<file path="src/rtl/mod6_mon_pkg.sv">
// Shared types and constants for the MOD-6 sequence monitor.
package mod6_mon_pkg;

   typedef enum logic [1:0] {
      IDLE  = 2'd0,
      TRACK = 2'd1,
      FAULT = 2'd2
   } state_t;

   localparam logic [1:0] ERR_NONE    = 2'd0;
   localparam logic [1:0] ERR_ILLEGAL = 2'd1;
   localparam logic [1:0] ERR_SKIP    = 2'd2;
   localparam logic [1:0] ERR_STUCK   = 2'd3;

   localparam int unsigned DEF_MOD = 6;
   localparam int unsigned DEF_CW  = 3;

endpackage

</file>
<file path="src/rtl/mod6_mon_sat_ctr.sv">
// Saturating up-counter with synchronous reset and clear; holds at all-ones.
module mod6_mon_sat_ctr #(
   parameter int unsigned W = 4
) (
   input  logic         clk,
   input  logic         reset,
   input  logic         clr,
   input  logic         inc,
   output logic [W-1:0] count
);

   // Clear has priority over increment; increment stops at all-ones.
   always_ff @(posedge clk) begin
      if (reset || clr) begin
         count <= '0;
      end else if (inc && (count != '1)) begin
         count <= count + 1'b1;
      end
   end

endmodule

</file>
<file path="src/rtl/mod6_sequence_monitor.sv">
// Checks the 0..MOD-1 wrap sequence from an upstream counter, counts wraps,
// and latches illegal / skipped / stuck faults until clr_err.
module mod6_sequence_monitor
   import mod6_mon_pkg::*;
#(
   parameter int unsigned MOD         = DEF_MOD,
   parameter int unsigned CW          = DEF_CW,
   parameter int unsigned STUCK_LIMIT = 4,
   parameter int unsigned WC_W        = 16
) (
   input  logic            clk,
   input  logic            reset,
   input  logic            en,
   input  logic [CW-1:0]   count_in,
   input  logic            clr_err,
   output logic            locked,
   output logic            wrap_pulse,
   output logic [WC_W-1:0] wrap_count,
   output logic            err_illegal,
   output logic            err_skip,
   output logic            err_stuck,
   output logic [1:0]      err_code
);

   localparam int unsigned     SW        = (STUCK_LIMIT > 2) ? $clog2(STUCK_LIMIT) : 1;
   localparam logic [CW:0]     MOD_W     = (CW+1)'(MOD);
   localparam logic [CW-1:0]   LAST      = CW'(MOD - 1);
   localparam logic [SW-1:0]   STUCK_TOP = SW'(STUCK_LIMIT - 1);

   state_t          state;
   logic [CW-1:0]   prev;
   logic [CW-1:0]   exp_val;
   logic [SW-1:0]   stuck_cnt;
   logic            is_illegal;
   logic            is_repeat;
   logic            is_next;
   logic            is_zero;
   logic            stuck_last;
   logic            sample_track;
   logic            stuck_inc;
   logic            stuck_clr;
   logic            do_wrap;

   // Decode the current sample against the tracked value, in check priority order.
   always_comb begin
      exp_val      = (prev == LAST) ? '0 : prev + 1'b1;
      is_illegal   = {1'b0, count_in} >= MOD_W;
      is_repeat    = (count_in == prev);
      is_next      = (count_in == exp_val);
      is_zero      = (count_in == '0);
      stuck_last   = ((stuck_cnt + 1'b1) == STUCK_TOP);
      sample_track = en && (state == TRACK);
      stuck_inc    = sample_track && !is_illegal && is_repeat;
      do_wrap      = sample_track && !is_illegal && !is_repeat && is_next && (prev == LAST);
      stuck_clr    = (sample_track && !is_illegal && !is_repeat && (is_next || is_zero))
                   || (en && (state == FAULT) && clr_err)
                   || (en && (state == IDLE));
   end

   mod6_mon_sat_ctr #(.W(SW)) u_stuck_ctr (
      .clk   (clk),
      .reset (reset),
      .clr   (stuck_clr),
      .inc   (stuck_inc),
      .count (stuck_cnt)
   );

   mod6_mon_sat_ctr #(.W(WC_W)) u_wrap_ctr (
      .clk   (clk),
      .reset (reset),
      .clr   (1'b0),
      .inc   (do_wrap),
      .count (wrap_count)
   );

   // Monitor FSM with registered status outputs; en low freezes everything.
   always_ff @(posedge clk) begin
      if (reset) begin
         state       <= IDLE;
         prev        <= '0;
         locked      <= 1'b0;
         wrap_pulse  <= 1'b0;
         err_illegal <= 1'b0;
         err_skip    <= 1'b0;
         err_stuck   <= 1'b0;
         err_code    <= ERR_NONE;
      end else begin
         wrap_pulse <= 1'b0;
         if (en) begin
            case (state)
               IDLE: begin
                  if (is_illegal) begin
                     state       <= FAULT;
                     err_illegal <= 1'b1;
                     err_code    <= ERR_ILLEGAL;
                  end else if (is_zero) begin
                     state  <= TRACK;
                     prev   <= '0;
                     locked <= 1'b1;
                  end
               end
               TRACK: begin
                  if (is_illegal) begin
                     state       <= FAULT;
                     locked      <= 1'b0;
                     err_illegal <= 1'b1;
                     err_code    <= ERR_ILLEGAL;
                  end else if (is_repeat) begin
                     if (stuck_last) begin
                        state     <= FAULT;
                        locked    <= 1'b0;
                        err_stuck <= 1'b1;
                        err_code  <= ERR_STUCK;
                     end
                  end else if (is_next) begin
                     prev       <= count_in;
                     wrap_pulse <= (prev == LAST);
                  end else if (is_zero) begin
                     prev <= '0;
                  end else begin
                     state    <= FAULT;
                     locked   <= 1'b0;
                     err_skip <= 1'b1;
                     err_code <= ERR_SKIP;
                  end
               end
               FAULT: begin
                  if (clr_err) begin
                     state       <= IDLE;
                     err_illegal <= 1'b0;
                     err_skip    <= 1'b0;
                     err_stuck   <= 1'b0;
                     err_code    <= ERR_NONE;
                  end
               end
               default: begin
                  state  <= IDLE;
                  locked <= 1'b0;
               end
            endcase
         end
      end
   end

endmodule
</file>
<file path="config.mk">
export PLATFORM = sky130hd
export DESIGN_NAME = mod6_sequence_monitor
export DESIGN_NICKNAME = d
export VERILOG_FILES = /design/src/rtl/mod6_mon_pkg.sv /design/src/rtl/mod6_mon_sat_ctr.sv /design/src/rtl/mod6_sequence_monitor.sv
export SDC_FILE = /design/constraint.sdc
export NUM_CORES = 1
export LEC_CHECK = 0
export ABC_CLOCK_PERIOD_IN_PS = 2200
export CORE_MARGIN = 5
export CORE_UTILIZATION = 48
export DETAILED_ROUTE_END_ITERATION = 8
export PLACE_DENSITY_LB_ADDON = 0.3
export SYNTH_ARGS = -nofsm -noshare
export SYNTH_HDL_FRONTEND = slang
export SYNTH_SLANG_ARGS = --single-unit
</file>
<file path="constraint.sdc">
create_clock -name clk -period 2.2 [get_ports clk]
set_clock_uncertainty 0.1 [all_clocks]
set_input_delay 0.44 -clock clk [delete_from_list [all_inputs] [get_ports clk]]
set_output_delay 0.44 -clock clk [all_outputs]
set_load 0.01 [all_outputs]
</file>
# --- Word-level counts from Yosys, hierarchy flattened ---
# Index checks and enable logic that the tools add are counted.
# Widths: inputs -> output; s select.
totals:
  inputBits: 7
  wordCells: 115
  reg_bits: 30
  output_inout_bits: 23
op_classes:
  bitwise_logic: 4
  magnitude_cmp: 1
  n_mux: 41
  reduce_logical: 33
  n_addsub: 3
  eq_ne: 23
op_table:
  columns: ["operator", "count"]
  rows:
  - ["$mux 2", 12]
  - ["$ne 2x2->1 const B", 11]
  - ["$reduce_and 7->1", 3]
  - ["$mux 3", 6]
  - ["$add 16x1->16 const B", 1]
  - ["$mux 1", 16]
  - ["$ne 16x16->1 const B", 1]
  - ["$logic_and 1x1->1", 12]
  - ["$ne 4x4->1 const B", 3]
  - ["$pmux 2 s3", 2]
  - ["$reduce_and 6->1", 2]
  - ["$eq 3x3->1", 2]
  - ["$pmux 1 s2", 3]
  - ["$pmux 3 s2", 1]
  - ["$reduce_bool 2->1", 3]
  - ["$reduce_or 6->1", 1]
  - ["$reduce_and 5->1", 1]
  - ["$eq 2x2->1 const B", 2]
  - ["$logic_or 1x1->1", 4]
  - ["$not 1->1", 4]
  - ["$reduce_and 4->1", 1]
  - ["$add 3x1->3 const B", 1]
  - ["$eq 3x3->1 const B", 1]
  - ["$ge 3x3->1 const B", 1]
  - ["other kinds (10)", 11]

# --- Depth between registers and ports, before layout ---
# Gate-level depths: netlist of the first run.
depth:
  ltp_word: 8
  depth_mapped: 9
  depth_no_buf: 8

# --- Modules after synthesis ---
# Synthesis of the first run repeated with hierarchy kept, for this count alone.
hier_totals:
  cells_unflattened: 233
  area_unflattened_um2: 2021.9
modules_own_cells:
  columns: ["module", "area_per_inst_um2", "instances", "seq_area_each_um2", "cells_per_inst"]
  rows:
  - ["mod6_sequence_monitor", 1069.8, 1, 240.2, 130]
  - ["mod6_mon_sat_ctr at u_wrap_ctr", 847.1, 1, 320.3, 95]
  - ["mod6_mon_sat_ctr at u_stuck_ctr", 105.1, 1, 40.0, 8]

# --- Worst setup path before layout of the first run ---
# OpenSTA, ideal clock, no wires.
synth_timing:
  path_type: "input port to flip-flop"
  startpoint: "input count_in[0]"
  endpoint: "register u_wrap_ctr.count[6]"
  setup_ns: 0.128
  cell_stages: 9
  slack_ns: 0.066
  t_arrival_ns: 1.906
  path_buffers: 3
  t_required_ns: 1.972
  cell_sequence: "buf_2 -> nor3_4 -> nand3_1 -> or3_1 -> buf_6 -> buf_8 -> nor3_2 -> xnor2_1 -> nor2_1"
synth_via:
  elab_chain_cells: 7
  elab_cells_between_ends: 10
  cone_classes: "1 x order compare; 2 x eq/ne; 7 x reduce/logical"
synth_lines:
  columns: ["element", "line", "rtl"]
  rows:
  - ["start, declared", "mod6_sequence_monitor.sv:14", "input logic [CW-1:0] count_in,"]
  - ["$ge 3x3->1", "mod6_sequence_monitor.sv:47", "is_illegal = {1'b0, count_in} >= MOD_W;"]
  - ["$logic_not 1->1", "mod6_sequence_monitor.sv:54", "do_wrap = sample_track && !is_illegal && !is_repeat && is_next && (prev == LAST);"]
  - ["$logic_and 1x1->1 (2 in series)", "mod6_sequence_monitor.sv:54", null]
  - ["$logic_and 1x1->1 (*) (2 in series)", "mod6_sequence_monitor.sv:54", null]
  - ["$logic_and 1x1->1 (*)", "mod6_mon_sat_ctr.sv:16", "end else if (inc && (count != '1)) begin"]
  - ["end signal, assigned", "mod6_mon_sat_ctr.sv:17", "count <= count + 1'b1;"]
  - ["end, declared", "mod6_mon_sat_ctr.sv:9", "output logic [W-1:0] count"]
# Mark *: on every way between the ends. The rest lies on a longest branch, timed or not.
# A chain may end at the register's enable or synchronous reset.

# --- Final worst setup path of the first run ---
layout_timing:
  startpoint: "input en"
  endpoint: "register u_wrap_ctr.count[14]"
layout_via:
  elab_chain_cells: 6
layout_lines:
  columns: ["element", "line", "rtl"]
  rows:
  - ["start, declared", "mod6_sequence_monitor.sv:13", "input logic en,"]
  - ["$logic_and 1x1->1", "mod6_sequence_monitor.sv:52", "sample_track = en && (state == TRACK);"]
  - ["$logic_and 1x1->1 (4 in series)", "mod6_sequence_monitor.sv:54", null]
  - ["$logic_and 1x1->1", "mod6_mon_sat_ctr.sv:16", null]
# No other way between the ends.

==> impl_results.md, run 1 <==
* Outcome: completed
* Synth Flop Type: dfxtp_1
* Worst skew pair latency at between 200 and 300 ps
* Avg Vias per Cell at 5.726
* Drc violations at 0
* P_leak at about 0.001 uW
* Combinational share of power at 0.151
* Vias at between 1500 and 2000
* Post-synthesis cell area at 1901 um2
* Average cell area after synthesis at 8.157 um2
* CP Capture Type: flip-flop
* GPL Wtd Cong at between 0.9 and 1
* Routed len/inst at ~15 um
* Slew at the pin closest to its max-slew limit at roughly 510 ps
* Post-synthesis cell count at 233
* Clock-pin slew on the worst setup and hold paths at roughly 70 ps
* Sw frac at 0.2695
* Layout overhead on the synthesized area at 45.03%
* CTS Buf Count at 5
* Finished Cell Area at roughly 2800 um2
* Final-report setup violation count at 0
* Switching power at 328.8 uW
* Clk sinks at 30
* Post-synthesis adder-cell area fraction at 0.04608
* Vias in the first global route at 1950
* Clock root buffer: clkbuf_8
* Initial drt markers at roughly 110
* Post-Synth XOR/XNOR Area at 0.08295
* H-tree lvl count at 2
* Setup Crit Path Kind: in2reg
* Synth area leader: dfxtp_1
* Pwr/cell area at 442.6 nW/um2
* GRT overflow at 0
* Antenna Nets Post-Route at 0
* Async SR Flop Fraction at 0
* Mux cell area share after synthesis at 0.01712
* Required time worst endpoint at around 2300 ps
* Syn. warnings at 0
* Area contributors post-synth: dfxtp_1 (32%), xnor2_1 (6.9%), nor2_1 (4.9%), ha_1 (4.6%), nand2_1 (3.8%)
* Die Ht at 72.93 um
* Layout cells sized above 1 at 0.2575
* I/O Buffers at 29
* Die ar. at 5318 um2
* Worst path arrival time at 2230 ps
* Crit-path max FO at 8
* Hpwl dp at 3469 um
* Number of flops mapped to enable cells by yosys at 0
* First-pass GRT wire length at approximately 9000 um
* Post-Route WL at between 5000 and 6000 um
* Final nets at approximately 310
* # rows at 22
* Sequential share of power at 0.457
* Initial DRT Pass Iterations at 4
* Maximum vdd drop at 0.3806 mV
* Final worst slack at 69.91 ps
* Startpoint types: input port
* Max transition margin at 0.6575
* Register area share after synthesis at 0.3160
* Core area at 3744 um2
* Minimum clock period at roughly 2100 ps
* Highest clock rate at 469.5 MHz
* Placement Setup Slack at -492.0 ps
* Final hold violation count at 0
* CTS tree: built
* Syn Nets at 247
* HP Class: reg2reg
* #FFs+latches synth at 30
* Post-synth top area share at 0.3160
* Initial antenna violation count at 0
* Dpl cell area at 2472 um2
* Initial core utilization at 0.5077
* Period utilization at 0.9682
* Largest family of logic cells by synthesized area: simple AND/OR/NAND/NOR gates
* Final Slew Violations at 0
* Design internal power at around 900 uW
* Clock Path Buffers at 2
* Post-synthesis compound-gate area fraction at 0.1442
* Max_cap viols at 0
* Total chip power at 1220 uW
* Die width at 72.93 um
* Ant diodes at 0
* Clock Power Share at 0.393
* Largest net degree at the start of global routing at 17
* Post-Synth Simple-Gate Area at 0.3298
* Tot GR Track Use at 0.2154
* I/O pin count at 30
* Yosys cell types at a little over 50
cells in the mapped netlist, types with 2 or more instances:
cell type,number
nand2b_1,4
nor2_2,2
nor4_1,2
or3_1,3
nand2_1,19
a21oi_1,8
nor2_1,25
nor3_2,6
and3_1,4
nand3_1,13
buf_2,4
xnor2_1,15
a211oi_1,3
a211o_1,3
o21ai_0,3
a311oi_1,5
inv_1,12
and4_1,2
xor2_1,3
a31oi_1,7
and2_1,2
clkbuf_1,5
nor2b_1,3
buf_1,3
nor4_2,3
nor3_1,8
dfxtp_1,30
ha_1,7
a22o_1,3
nand4_1,4
nor3b_1,2
path summary, 6_finish.rpt:
path | startpoint | end | slack (ps) | cells after the start
setup / recovery | en | u_wrap_ctr.count[14] | 70 | 8
hold / removal | err_stuck | err_stuck | 390 | 2
setup reg to reg | prev[2] | u_wrap_ctr.count[14] | 90 | 8
hold reg to reg | err_stuck | err_stuck | 390 | 2
stage by stage:
step	std cells	hold WS, ps	utilization	TNS, ps
floorplan	233	382.8	-	0
global placement	334	358.6	0.6604	-10670
detailed placement	334	382.0	0.6604	-11350
CTS	347	396.1	0.7263	0
global route	347	415.1	0.7363	-14.85
finish	347	389.4	0.7363	0
cells in the final DEF (no fill, tap or decap), types with 2 or more instances in the layout:
| cell | instances |
|---|---|
| nor3b_1 | 2 |
| inv_1 | 11 |
| nor3_4 | 4 |
| and2_1 | 2 |
| clkbuf_8 | 6 |
| nand4_1 | 4 |
| nand2b_1 | 4 |
| a211oi_1 | 3 |
| a31oi_1 | 7 |
| xor2_1 | 2 |
| nor2_1 | 25 |
| and4_1 | 2 |
| a311oi_1 | 5 |
| clkdlybuf4s15_1 | 2 |
| a211o_1 | 3 |
| nand3_2 | 2 |
| nor3_2 | 3 |
| clkdlybuf4s50_1 | 26 |
| nor2b_1 | 3 |
| and3_1 | 4 |
| nor4_4 | 3 |
| buf_16 | 2 |
| or3_1 | 2 |
| buf_4 | 37 |
| o21ai_0 | 3 |
| buf_12 | 2 |
| dfxtp_1 | 29 |
| ha_1 | 6 |
| nand3_1 | 11 |
| a22o_1 | 3 |
| nor3_1 | 8 |
| buf_6 | 2 |
| a21oi_1 | 8 |
| xnor2_1 | 15 |
| nand2_1 | 19 |
critical path, cell delays in order:
cell and delay [ps]:
clkdlybuf4s50_1 510, nand3_2 100, or3_4 460, buf_12 150, buf_16 140, nor3_2 190, nor2_1 80, a211oi_1 160
state kept, by name (all words and copies together) (netlist names):
register           cells
state                  2
locked                 1
prev                   3
err_stuck              1
err_code               2
err_illegal            1
err_skip               1
wrap_pulse             1
u_wrap_ctr.count      16
u_stuck_ctr.count      2
what timing repair did:
action / in CTS / in global routing
resized for setup: 15 / 13
endpoints found under the setup margin: 28 / 18
gates cloned: 2 / 0
buffers inserted: 3 / 0
hold buffers: 0 / 0
pin swaps: 11 / 7
layout make-up:
class / count / area, um2
Clock inverter: 2 / 12.51
Fill cell: 280 / 987.2
Tap cell: 48 / 60.06
Inverter: 12 / 45.04
Clock buffer: 6 / 82.58
Sequential cell: 30 / 601.8
Timing Repair Buffer: 72 / 680.7
Multi-Input combinational cell: 177 / 1274
kinds of logic (layout without fill, tap and decap cells):
family / Yosys count / after routing
AND/OR/NAND/NOR: 110 / 110
AO/OA/AOI/OAI: 39 / 39
flip-flops: 30 / 30
buffers and inverters: 26 / 92
XOR/XNOR: 18 / 18
adder cells (fa/ha/maj): 7 / 7
multiplexers: 3 / 3
layer usage:
layer / wire [um] / track usage / part of all wire
met4: 107 / 0.08197 / 0.020
met5: 0 / 0 / 0
met1: 2278 / 0.2596 / 0.43
met2: 2698 / 0.3717 / 0.51
met3: 252 / 0.04683 / 0.047
power groups by stage:
stage               clock network (uW)  logic, uW  registers (uW)
finish                             479        184             557
global route                       503        202             558
CTS                                481        180             557
detailed placement                   0        175             569
global placement                     0        172             569
floorplan                            0       93.8             571
Note: power is estimated with default switching activity, not from simulation.
==> inputs of run 2 (changes only) <==
- PLACE_DENSITY: unset -> 0.75
- PLACE_DENSITY_LB_ADDON: 0.3 -> unset
==> run 2 against run 1 <==
Flip-flop and latch count stayed put. Fmax is 1.3% higher. Cell area is 5.5% lower. Power is 5.1% higher. Largest power group unchanged. Utilization is 4.0 points lower. Clock-buffer cell count is 1 lower. Clock power is 15% higher. Critical endpoint is now u_wrap_ctr.count[12]. Sequential power hardly changed. Hold slack worse by 12 ps. Register-to-register slack better by 40 ps.
==> impl_results.md, run 2 (synthesized netlist as in run 1, its figures left out) <==
* CTS tree: built
* Most Used Layer, Global Route: met2
* Initial core utilization at 0.5077
* Final hold violation count at 0
* GRT overflow at 0
* Max_cap viols at 0
* Clock Power Share at 0.428
* Vias in the first global route at 1792
* Final Slew Violations at 0
* # rows at 22
* Sequential share of power at 0.434
* Period utilization at 0.9560
* Design internal power at 968.9 uW
* Crit-path leading delay family: simple AND/OR/NAND/NOR gates
* Final nets at 307
* Switching power at around 310 uW
* Minimum clock period at 2103 ps
* Layout cells sized above 1 at 0.2279
* Ant diodes at 0
* Worst hold slack at approximately 380 ps
* GR Layer Usage met2 at 0.3136
* Met3 Usage GRT at 0.04959
* Layout overhead on the synthesized area at 37.06%
* Clock Path Buffers at 2
* Initial drt markers at between 100 and 150
* Combinational share of power at 0.137
* Commonest cells after routing, fill and taps aside: buf_4 (36), dfxtp_1 (30), clkdlybuf4s50_1 (26)
* Setup Crit Path Kind: in2reg
* Largest regs: u_wrap_ctr.count x16, prev x3
* CP Capture Type: flip-flop
* Startpoint types: input port
* First-pass GRT wire length at 7879 um
* Required time worst endpoint at 2280 ps
* Highest clock rate at 475.5 MHz
* Max transition margin at 0.7081
* Most common cell after layout, fill and taps aside: buf_4
* Final worst slack at approximately 97 ps
* Die ar. at between 5000 and 6000 um2
* I/O Buffers at 29
* HP Class: reg2reg
* Worst path cell trace: dlygate4sd2_1 > xor2_1 > a221oi_1 > or3_4 > buf_12 > nor4_2 > xnor2_1 > nor2_1
* Routed len/inst at 13.58 um
* Core area at around 3700 um2
* Tot GR Track Use at 0.1860
* Crit path buffers/inverters at 2
* Placement Setup Slack at -492.9 ps
* Die Ht at between 70 and 80 um
* CTS Buf Count at 5
* Clock root buffer: clkbuf_8
* M1 GR Usage at 0.2234
* Worst path arrival time at 2180 ps
* I/O pin count at 30
* Largest reg by FF count: u_wrap_ctr.count
* Final-report setup violation count at 0
* Drc violations at 0
* Vias at 1897
* Clk sinks at 30
* P_leak at 0.0009795 uW
* Largest net degree at the start of global routing at 18
* CP max-delay cell: or3_4
* Crit-path max FO at 17
* Slew at the pin closest to its max-slew limit at approximately 440 ps
* Post-Route WL at about 4600 um
* Die width at 72.93 um
* Clock-pin slew on the worst setup and hold paths at ~60 ps
* Number of flip-flops under the largest register name at 16
* H-tree lvl count at 2
* Hold buffer count at CTS at 0
* Hpwl dp at 3449 um
* Sw frac at 0.2442
* Worst skew pair latency at between 200 and 300 ps
* RSZ-0062 raised after global routing: false
* Outcome: completed
* Initial DRT Pass Iterations at 4
* Antenna Nets Post-Route at 0
* GPL Wtd Cong at 0.8320
* Initial antenna violation count at 0
* Maximum vdd drop at ~0.38 mV
* Worst path max stage delay at between 400 and 500 ps
* Avg Vias per Cell at approximately 5.5
* Pwr/cell area at between 400 and 500 nW/um2
-- run 2: cell types whose count changed in the layout (fill, tap and decap cells not counted), moves of 2 or more --
cell             before  now
nor3_2                3    6
nor3_4                4    1
buf_16                2    0
clkdlybuf4s15_1       2    0
nor4_4                3    1
-- run 2: final timing paths --
path,startpoint,to,slack [ps],depth (start not counted)
worst max-delay path,count_in[0],u_wrap_ctr.count[12],100,8
worst min-delay path,err_stuck,err_stuck,380,2
worst max register to register,prev[1],prev[0],130,7
worst min register to register,err_stuck,err_stuck,380,2
-- run 2: power by group through the flow --
stage | Clock [uW] | Sequential, uW | Combinational (uW)
6_report | 549 | 557 | 176
2_1_floorplan | 0 | 571 | 93.8
3_5_place_dp | 0 | 569 | 173
4_1_cts | 561 | 557 | 175
3_3_place_gp | 0 | 569 | 171
5_1_grt | 596 | 558 | 191
-- run 2: through the flow --
step                  util  instance area [um2]  cells  TNS (ps)  power, uW
global route        0.6959                 2605    342         0       1345
finish              0.6959                 2605    342         0       1282
CTS                 0.6959                 2605    342         0       1293
global placement    0.6584                 2465    333     -9888      740.3
detailed placement  0.6584                 2465    333    -11020      741.8
floorplan                -                 1901    233         0      664.7
-- run 2: per-layer routing --
layer	routed length, um	vias to the layer above
met3	235	20
met2	2192	52
met4	136	0
met5	0	-
li1	-	950
met1	2081	875
-- run 2: final cells by class --
class                           instances  area [um2]
Sequential cell                        30       600.6
Tap cell                               48       60.06
Timing Repair Buffer                   67       580.6
Multi-Input combinational cell        177        1210
Clock inverter                          3       40.04
Fill cell                             309        1139
Clock buffer                            5       68.82
Inverter                               12       45.04
-- run 2: tightest hold or removal path: cells and delay by family, from the launching register on --
family / cells / cell delay [ps]
flops: 1 / 310
compound gates: 2 / 120
-- run 2: timing repair --
action                                  CTS  global route
setup buffers                             1             0
pin swaps                                 3             0
endpoints found under the setup margin   28             6
resized for setup                         8             5
==> inputs of run 3 (changes only) <==
- HOLD_SLACK_MARGIN: unset -> 0.12
- SLEW_MARGIN: unset -> 20
==> results of run 3 <==
Final layout, timing and power as in run 2 (identical DEF).
